[src/rtl/vga_gen_scheduler.sv]
// Frame-level owner of the shared cell memory: display scan-out vs. Game-of-Life engine.
// Optional generation counter enabled by defining GOL_SCHED_GENCOUNT_EN; sched_state: 0 IDLE, 1 START, 2 UPDATE, 3 SWAP.
module vga_gen_scheduler #(
  parameter int H_ACTIVE       = 640,
  parameter int H_TOTAL        = 800,
  parameter int V_ACTIVE       = 480,
  parameter int V_TOTAL        = 525,
  parameter int FRAMES_PER_GEN = 30
) (
  input  logic                       pixelClk,
  input  logic                       rst,
  input  logic [$clog2(H_TOTAL)-1:0] hCount,
  input  logic [$clog2(V_TOTAL)-1:0] vCount,
  input  logic                       run,
  input  logic                       step,
  input  logic                       updReq,
  input  logic                       updDone,
  output logic                       dispGrant,
  output logic                       updGrant,
  output logic                       updStart,
  output logic                       bufSel,
  output logic                       frameTick,
  output logic                       overrun,
  output logic [15:0]                genCount,
  output logic [1:0]                 sched_state
);

  localparam int HW = $clog2(H_TOTAL);
  localparam int VW = $clog2(V_TOTAL);
  localparam int FW = (FRAMES_PER_GEN > 1) ? $clog2(FRAMES_PER_GEN) : 1;

  localparam logic [HW-1:0] H_ACT_C  = HW'(H_ACTIVE);
  localparam logic [HW-1:0] H_LAST_C = HW'(H_TOTAL - 1);
  localparam logic [VW-1:0] V_ACT_C  = VW'(V_ACTIVE);
  localparam logic [VW-1:0] V_LAST_C = VW'(V_TOTAL - 1);
  localparam logic [FW-1:0] FC_LAST  = FW'(FRAMES_PER_GEN - 1);

  typedef enum logic [1:0] {
    IDLE   = 2'd0,
    START  = 2'd1,
    UPDATE = 2'd2,
    SWAP   = 2'd3
  } state_t;

  state_t        state;
  logic [FW-1:0] frame_cnt;
  logic          step_pending;
  logic          active;
  logic          vblank_entry;
  logic          frame_end;
  logic          trigger;

  assign active       = (hCount < H_ACT_C) && (vCount < V_ACT_C);
  assign vblank_entry = (hCount == '0) && (vCount == V_ACT_C);
  assign frame_end    = (hCount == H_LAST_C) && (vCount == V_LAST_C);
  assign trigger      = vblank_entry && (run ? (frame_cnt == FC_LAST) : step_pending);
  assign sched_state  = state;

`ifdef GOL_SCHED_GENCOUNT_EN
  logic [15:0] gen_cnt;
  assign genCount = gen_cnt;
`else
  assign genCount = 16'd0;
`endif

  // Engine handshake: updReq is a request held by the engine; a memory cycle
  // happens only in a cycle where updGrant is 1, the display never waits.
  always_ff @(posedge pixelClk) begin
    if (rst) begin
      state        <= IDLE;
      frame_cnt    <= '0;
      step_pending <= 1'b0;
      dispGrant    <= 1'b0;
      updGrant     <= 1'b0;
      updStart     <= 1'b0;
      bufSel       <= 1'b0;
      frameTick    <= 1'b0;
      overrun      <= 1'b0;
`ifdef GOL_SCHED_GENCOUNT_EN
      gen_cnt      <= 16'd0;
`endif
    end else begin
      dispGrant <= active;
      updGrant  <= (state == UPDATE) && updReq && !active;
      frameTick <= vblank_entry;
      updStart  <= 1'b0;

      if (!run) begin
        frame_cnt <= '0;
      end else if (vblank_entry) begin
        frame_cnt <= (frame_cnt == FC_LAST) ? '0 : frame_cnt + 1'b1;
      end

      if (trigger) begin
        step_pending <= 1'b0;
      end else if (step && !run && (state == IDLE)) begin
        step_pending <= 1'b1;
      end

      if (trigger && (state != IDLE)) begin
        overrun <= 1'b1;
      end

      case (state)
        IDLE: begin
          if (trigger) state <= START;
        end
        START: begin
          updStart <= 1'b1;
          state    <= UPDATE;
        end
        UPDATE: begin
          if (updDone) state <= SWAP;
        end
        SWAP: begin
          // Toggling on the last pixel keeps bufSel stable for the whole next frame.
          if (frame_end) begin
            bufSel <= ~bufSel;
`ifdef GOL_SCHED_GENCOUNT_EN
            gen_cnt <= gen_cnt + 16'd1;
`endif
            state  <= IDLE;
          end
        end
        default: state <= IDLE;
      endcase
    end
  end

endmodule

[config.mk]
export PLATFORM = sky130hd
export DESIGN_NAME = vga_gen_scheduler
export DESIGN_NICKNAME = d
export VERILOG_FILES = /design/src/rtl/vga_gen_scheduler.sv
export SDC_FILE = /design/constraint.sdc
export NUM_CORES = 1
export LEC_CHECK = 0
export BUFFER_PORTS_ARGS = -buffer_cell sky130_fd_sc_hd__clkbuf_2
export CORE_UTILIZATION = 30
export DETAILED_ROUTE_END_ITERATION = 10
export GPL_ROUTABILITY_DRIVEN = 1
export GPL_TIMING_DRIVEN = 0
export PLACE_DENSITY_LB_ADDON = 0.1
export SKIP_LAST_GASP = 1
export SYNTH_ARGS = -nofsm -noshare
export SYNTH_HDL_FRONTEND = slang
export SYNTH_SLANG_ARGS = --single-unit
[constraint.sdc]
create_clock -name pixelClk -period 3.8 [get_ports pixelClk]
set_input_delay 0.57 -clock pixelClk [delete_from_list [all_inputs] [get_ports pixelClk]]
set_output_delay 0.57 -clock pixelClk [all_outputs]
set_load 0.01 [all_outputs]
# Yosys cells after proc, flatten, opt, wreduce, memory -nomap -nowiden
# Cells that the tools add are included.
# totals
ff_bits,14
input_bits,26
out_inout_bits,24
wordCells,49
# op_classes
n_addsub,1
order_cmp,2
n_eq_ne,10
n_mux,7
bitwise_logic,2
n_reduce_logical,18
# op_table
cell,n
$eq 10x10->1 const B,2
$eq 10x9->1 const B,1
$logic_not 10->1,1
$lt 10x10->1 const B,1
$lt 10x9->1 const B,1
$logic_and 1x1->1,9
$pmux 2 s4,1
$mux 2,3
$ne 2x2->1 const B,3
$add 5x1->5 const B,1
$eq 5x5->1 const B,1
$mux 5,1
$eq 2x2->1 const B,2
$reduce_or 2->1,2
$reduce_and 3->1,1
$eq 2x1->1 const B,1
$logic_not 1->1,2
$logic_not 2->1,1
$mux 1,2
$not 1->1,2
$reduce_and 2->1,1
$reduce_bool 2->1,1

# Logic depth before layout (Yosys ltp)
# logic_depth
word_depth,5
ltp_mapped,7
depth_no_buf,7

# Worst setup path after synthesis
# No wires, ideal clock.
# synth_path
kind,input to register
start,in hCount[5]
end,reg overrun
setup_time_ps,70
arrival_ps,2296
required_time_ps,3730
path_slack_ps,1434
cell_stages,6
path_buffers,1
path_cell_list,or4_4 > nand4bb_1 > or4_4 > buf_6 > or3_1 > a21oi_1
# synth_between
elab_chain_cells,4
# synth_rtl
element,line_no,source
start: declaration,12,"input logic [$clog2(H_TOTAL)-1:0] hCount,"
$logic_not 10->1,54,assign vblank_entry = (hCount == '0) && (vCount == V_ACT_C);
$logic_and 1x1->1,54,
$logic_and 1x1->1,56,assign trigger = vblank_entry && (run ? (frame_cnt == FC_LAST) : step_pending);
$logic_and 1x1->1,100,if (trigger && (state != IDLE)) begin
end signal: assignment,78,overrun <= 1'b0;
end signal: assignment,101,overrun <= 1'b1;
end: declaration,23,"output logic overrun,"
# No other way between the ends.
# A chain may end at the register's enable or synchronous reset.

# Final worst setup path
# layout_path
start,in hCount[5]
end,reg frame_cnt[0]
# layout_between
elab_chain_cells,2
# layout_rtl
element,line_no,source
$logic_not 10->1,54,
$logic_and 1x1->1,54,
end signal: assignment,91,frame_cnt <= (frame_cnt == FC_LAST) ? '0 : frame_cnt + 1'b1;
end: declaration,46,logic [FW-1:0] frame_cnt;
# No other way between the ends.

==> impl_metrics.toml <==
[status]
status = "complete, but fails checks"
violations = "design-rule violations"

[synthesis]
syn_area_sq_um = 911
synth_area_leaders = "dfxtp_1 31%, buf_4 13%, ha_1 8.2%"
yosys_warnings = 0
ys_seq_area_share_pct = 30.8
synth_top_area_share_pct = 30.8
synth_cell_type_count = 33
synth.avg_cell_area_sq_um = 8.36
ys_ff_latch = 14
yosysTopAreaCell = "dfxtp_1"
synthCells = 109

[finish]
antennaDiodeCount = 0
final_cell_mix = "32 x clkbuf_2, 16 x buf_4, 16 x conb_1"
areaGrowthSynthToFinish_pct = 32.0
fillCellCount = 290
mostFrequentLayoutCell = "clkbuf_2"
multi_input_area_sq_um = 529
utilization_pct = 42.9
fin_cells = 191
drive_gt1_share_pct = 35.6
final_nets = 193
seq_area_sq_um = 280

[routing]
ant_nets = 0
drc = 6
wire_per_inst_microns = 10.1
drt_iter0_drc = 12
routed_wl_microns = 1940
first_pass_iters = 7
post_drt_via_cell_ratio = 4.60
num_vias = 878

[floorplanning]
rows = 19
start_util_pct = 32.5
die_w_microns = 57.1
design.core.area_sq_um = 2810
chipHeight_microns = 57.1
dieArea_sq_um = 3260
io_pins = 50

[global_route]
grt_pass1_vias = 742
grt_usage_pct = 12.5
grt_pass1_wl_microns = 3180
grt_util_met1_pct = 16.5
grt_max_degree = 11
grt_busiest_layer = "met2"
gr-total-overflow = 0
use_met2_pct = 19.8
met3_usage_pct = 1.81
antenna_found_initial = 0

[clock_tree]
insertion_delay_ps = 270
cts_resized = 0
postCtsSetupBuffers = 0
cts-root-buf = "clkbuf_4"
cts_sinks = 14
hold_buffers = 0
path_clk_slew_ps = 80
cts-buffers-inserted = 3
htreeDepth = 1
clk_path_buf_depth = 2
cts_tree = "built"

[setup_path]
critPathKind = "input pin to flip-flop"
endpoint = "frame_cnt[0]$_SDFFE_PP0P_"
worstPathCellList = "clkbuf_2 -> or4_4 -> nand4bb_1 -> or4_4 -> buf_6 -> or3_1 -> a21oi_1"
crit_fanout = 10
arrival_ps = 2470
crit_required_ps = 4010
r2r-end = "sched_state[1]$_SDFFE_PP0P_"
timing.rr.start = "frame_cnt[1]$_SDFFE_PP0P_"
cpLargestDelayFamily = "simple AND/OR/NAND/NOR gates"
crit_buf_inv = 2
crit_path_max_incr_delay_ps = 520
endpoint_kind = "flip-flop"
cp-start-kind = "input pin"
cp_num_cells = 7
cp-startpoint = "hCount[5]"
crit_path_frequent_cell = "or4_4"
r2r_cells = 7
cp_slowest_cell = "or4_4"
reg2reg_setup_slack_ps = 1970

[pwr]
power_density_nw_per_um2 = 249
p_total_uw = 299
ir_drop_uv = 89.6
p_leak_nw = 0.559

[sta]
tns_ps = 0
period_needed_ps = 2270
period_share_pct = 59.6
max_freq_ghz = 0.441
setup_viol = 0
tightest_slew_ps = 528
final.setup.worst_slack_ps = 1530
slew_violations = 0
hold_violations = 0
rsz0062_at_grt = "false"
slew_headroom_pct = 64.4
skew_ps = 2.25

[placed_design]
gp_congestion = 0.750
dp_hpwl_microns = 1600
portBuffers = 32
post-place-ws_ps = 1230
dp.cells = 187

[job]
max_cap_violations = 0

[min_path]
hold_path.class = "flip-flop to flip-flop"
routing by layer:
layer | part of all wire [%] | wire [microns] | vias up
li1 | - | - | 463
met1 | 48 | 930 | 377
met2 | 45 | 876 | 38
met3 | 6.8 | 131 | 0
met4 | 0 | 0 | 0
met5 | 0 | 0 | -
cell families after synthesis:
logic type,count (synthesis),share of synthesized area (%)
simple gates,44,28.8
buf+inv,24,17.3
fa+ha+maj,6,8.24
compound gates,18,12.4
mux,1,1.10
other cells,1,0.412
xor+xnor,1,0.962
flops,14,30.8
synth_stat cells (all sizes together):
cell type,instances
or2,1
mux2i,1
o21a,1
o2111a,1
xor2,1
a21oi,7
o2111ai,1
nand2,5
or4,3
clkbuf,1
nor3,7
inv,6
conb,1
dfxtp,14
nor2b,2
nor2,5
and4,2
buf,17
nand4bb,1
or3,4
a31oi,2
nand4b,1
o21ai,4
nand2b,4
nand3,2
a41oi,1
ha,6
nand4,2
a31o,1
nor4,5
registers in the layout, indices dropped and copies added (netlist names):
register	cells
step_pending	1
dispGrant	1
updGrant	1
frame_cnt	5
updStart	1
sched_state	2
bufSel	1
overrun	1
frameTick	1
power breakdown:
part / internal [mW] / leakage [nW] / switching (mW)
clock: 0.0582 / 0.0210 / 0.0458
sequential: 0.148 / 0.113 / 0.000436
combinational: 0.0247 / 0.425 / 0.0222
total: 0.231 / 0.559 / 0.0684
worst min-delay path: stages, from the launching register on:
cell and delay, ps:
dfxtp_1 320, inv_1 50, a21oi_1 50
metrics by stage:
stage | hold slack, ps | cell area (sq um)
after floorplan | 462 | 967
final | 451 | 1200
after global routing | 484 | 1200
after detailed placement | 442 | 1170
after global placement | 432 | 1170
after CTS | 456 | 1200
how the worst min path moves through the flow:
stage	start	slack, ps	end	cells past startpoint
6_report	overrun$_SDFFE_PP0P_	450	overrun$_SDFFE_PP0P_	2
5_1_grt	updReq	480	updGrant$_SDFF_PP0_	3
4_1_cts	overrun$_SDFFE_PP0P_	460	overrun$_SDFFE_PP0P_	2
3_5_place_dp	overrun$_SDFFE_PP0P_	440	overrun$_SDFFE_PP0P_	2
3_3_place_gp	overrun$_SDFFE_PP0P_	430	overrun$_SDFFE_PP0P_	2
2_1_floorplan	frame_cnt[1]$_SDFFE_PP0P_	460	frame_cnt[1]$_SDFFE_PP0P_	2
cell type report:
type / count / share of cell area, %
Inverter: 6 / 1.87
Timing Repair Buffer: 32 / 13.3
Buffer: 18 / 11.2
Sequential cell: 14 / 23.3
Tap cell: 31 / 3.23
Clock buffer: 4 / 3.02
Multi-Input combinational cell: 86 / 44.0
Note: power is estimated with default switching activity, not from simulation.
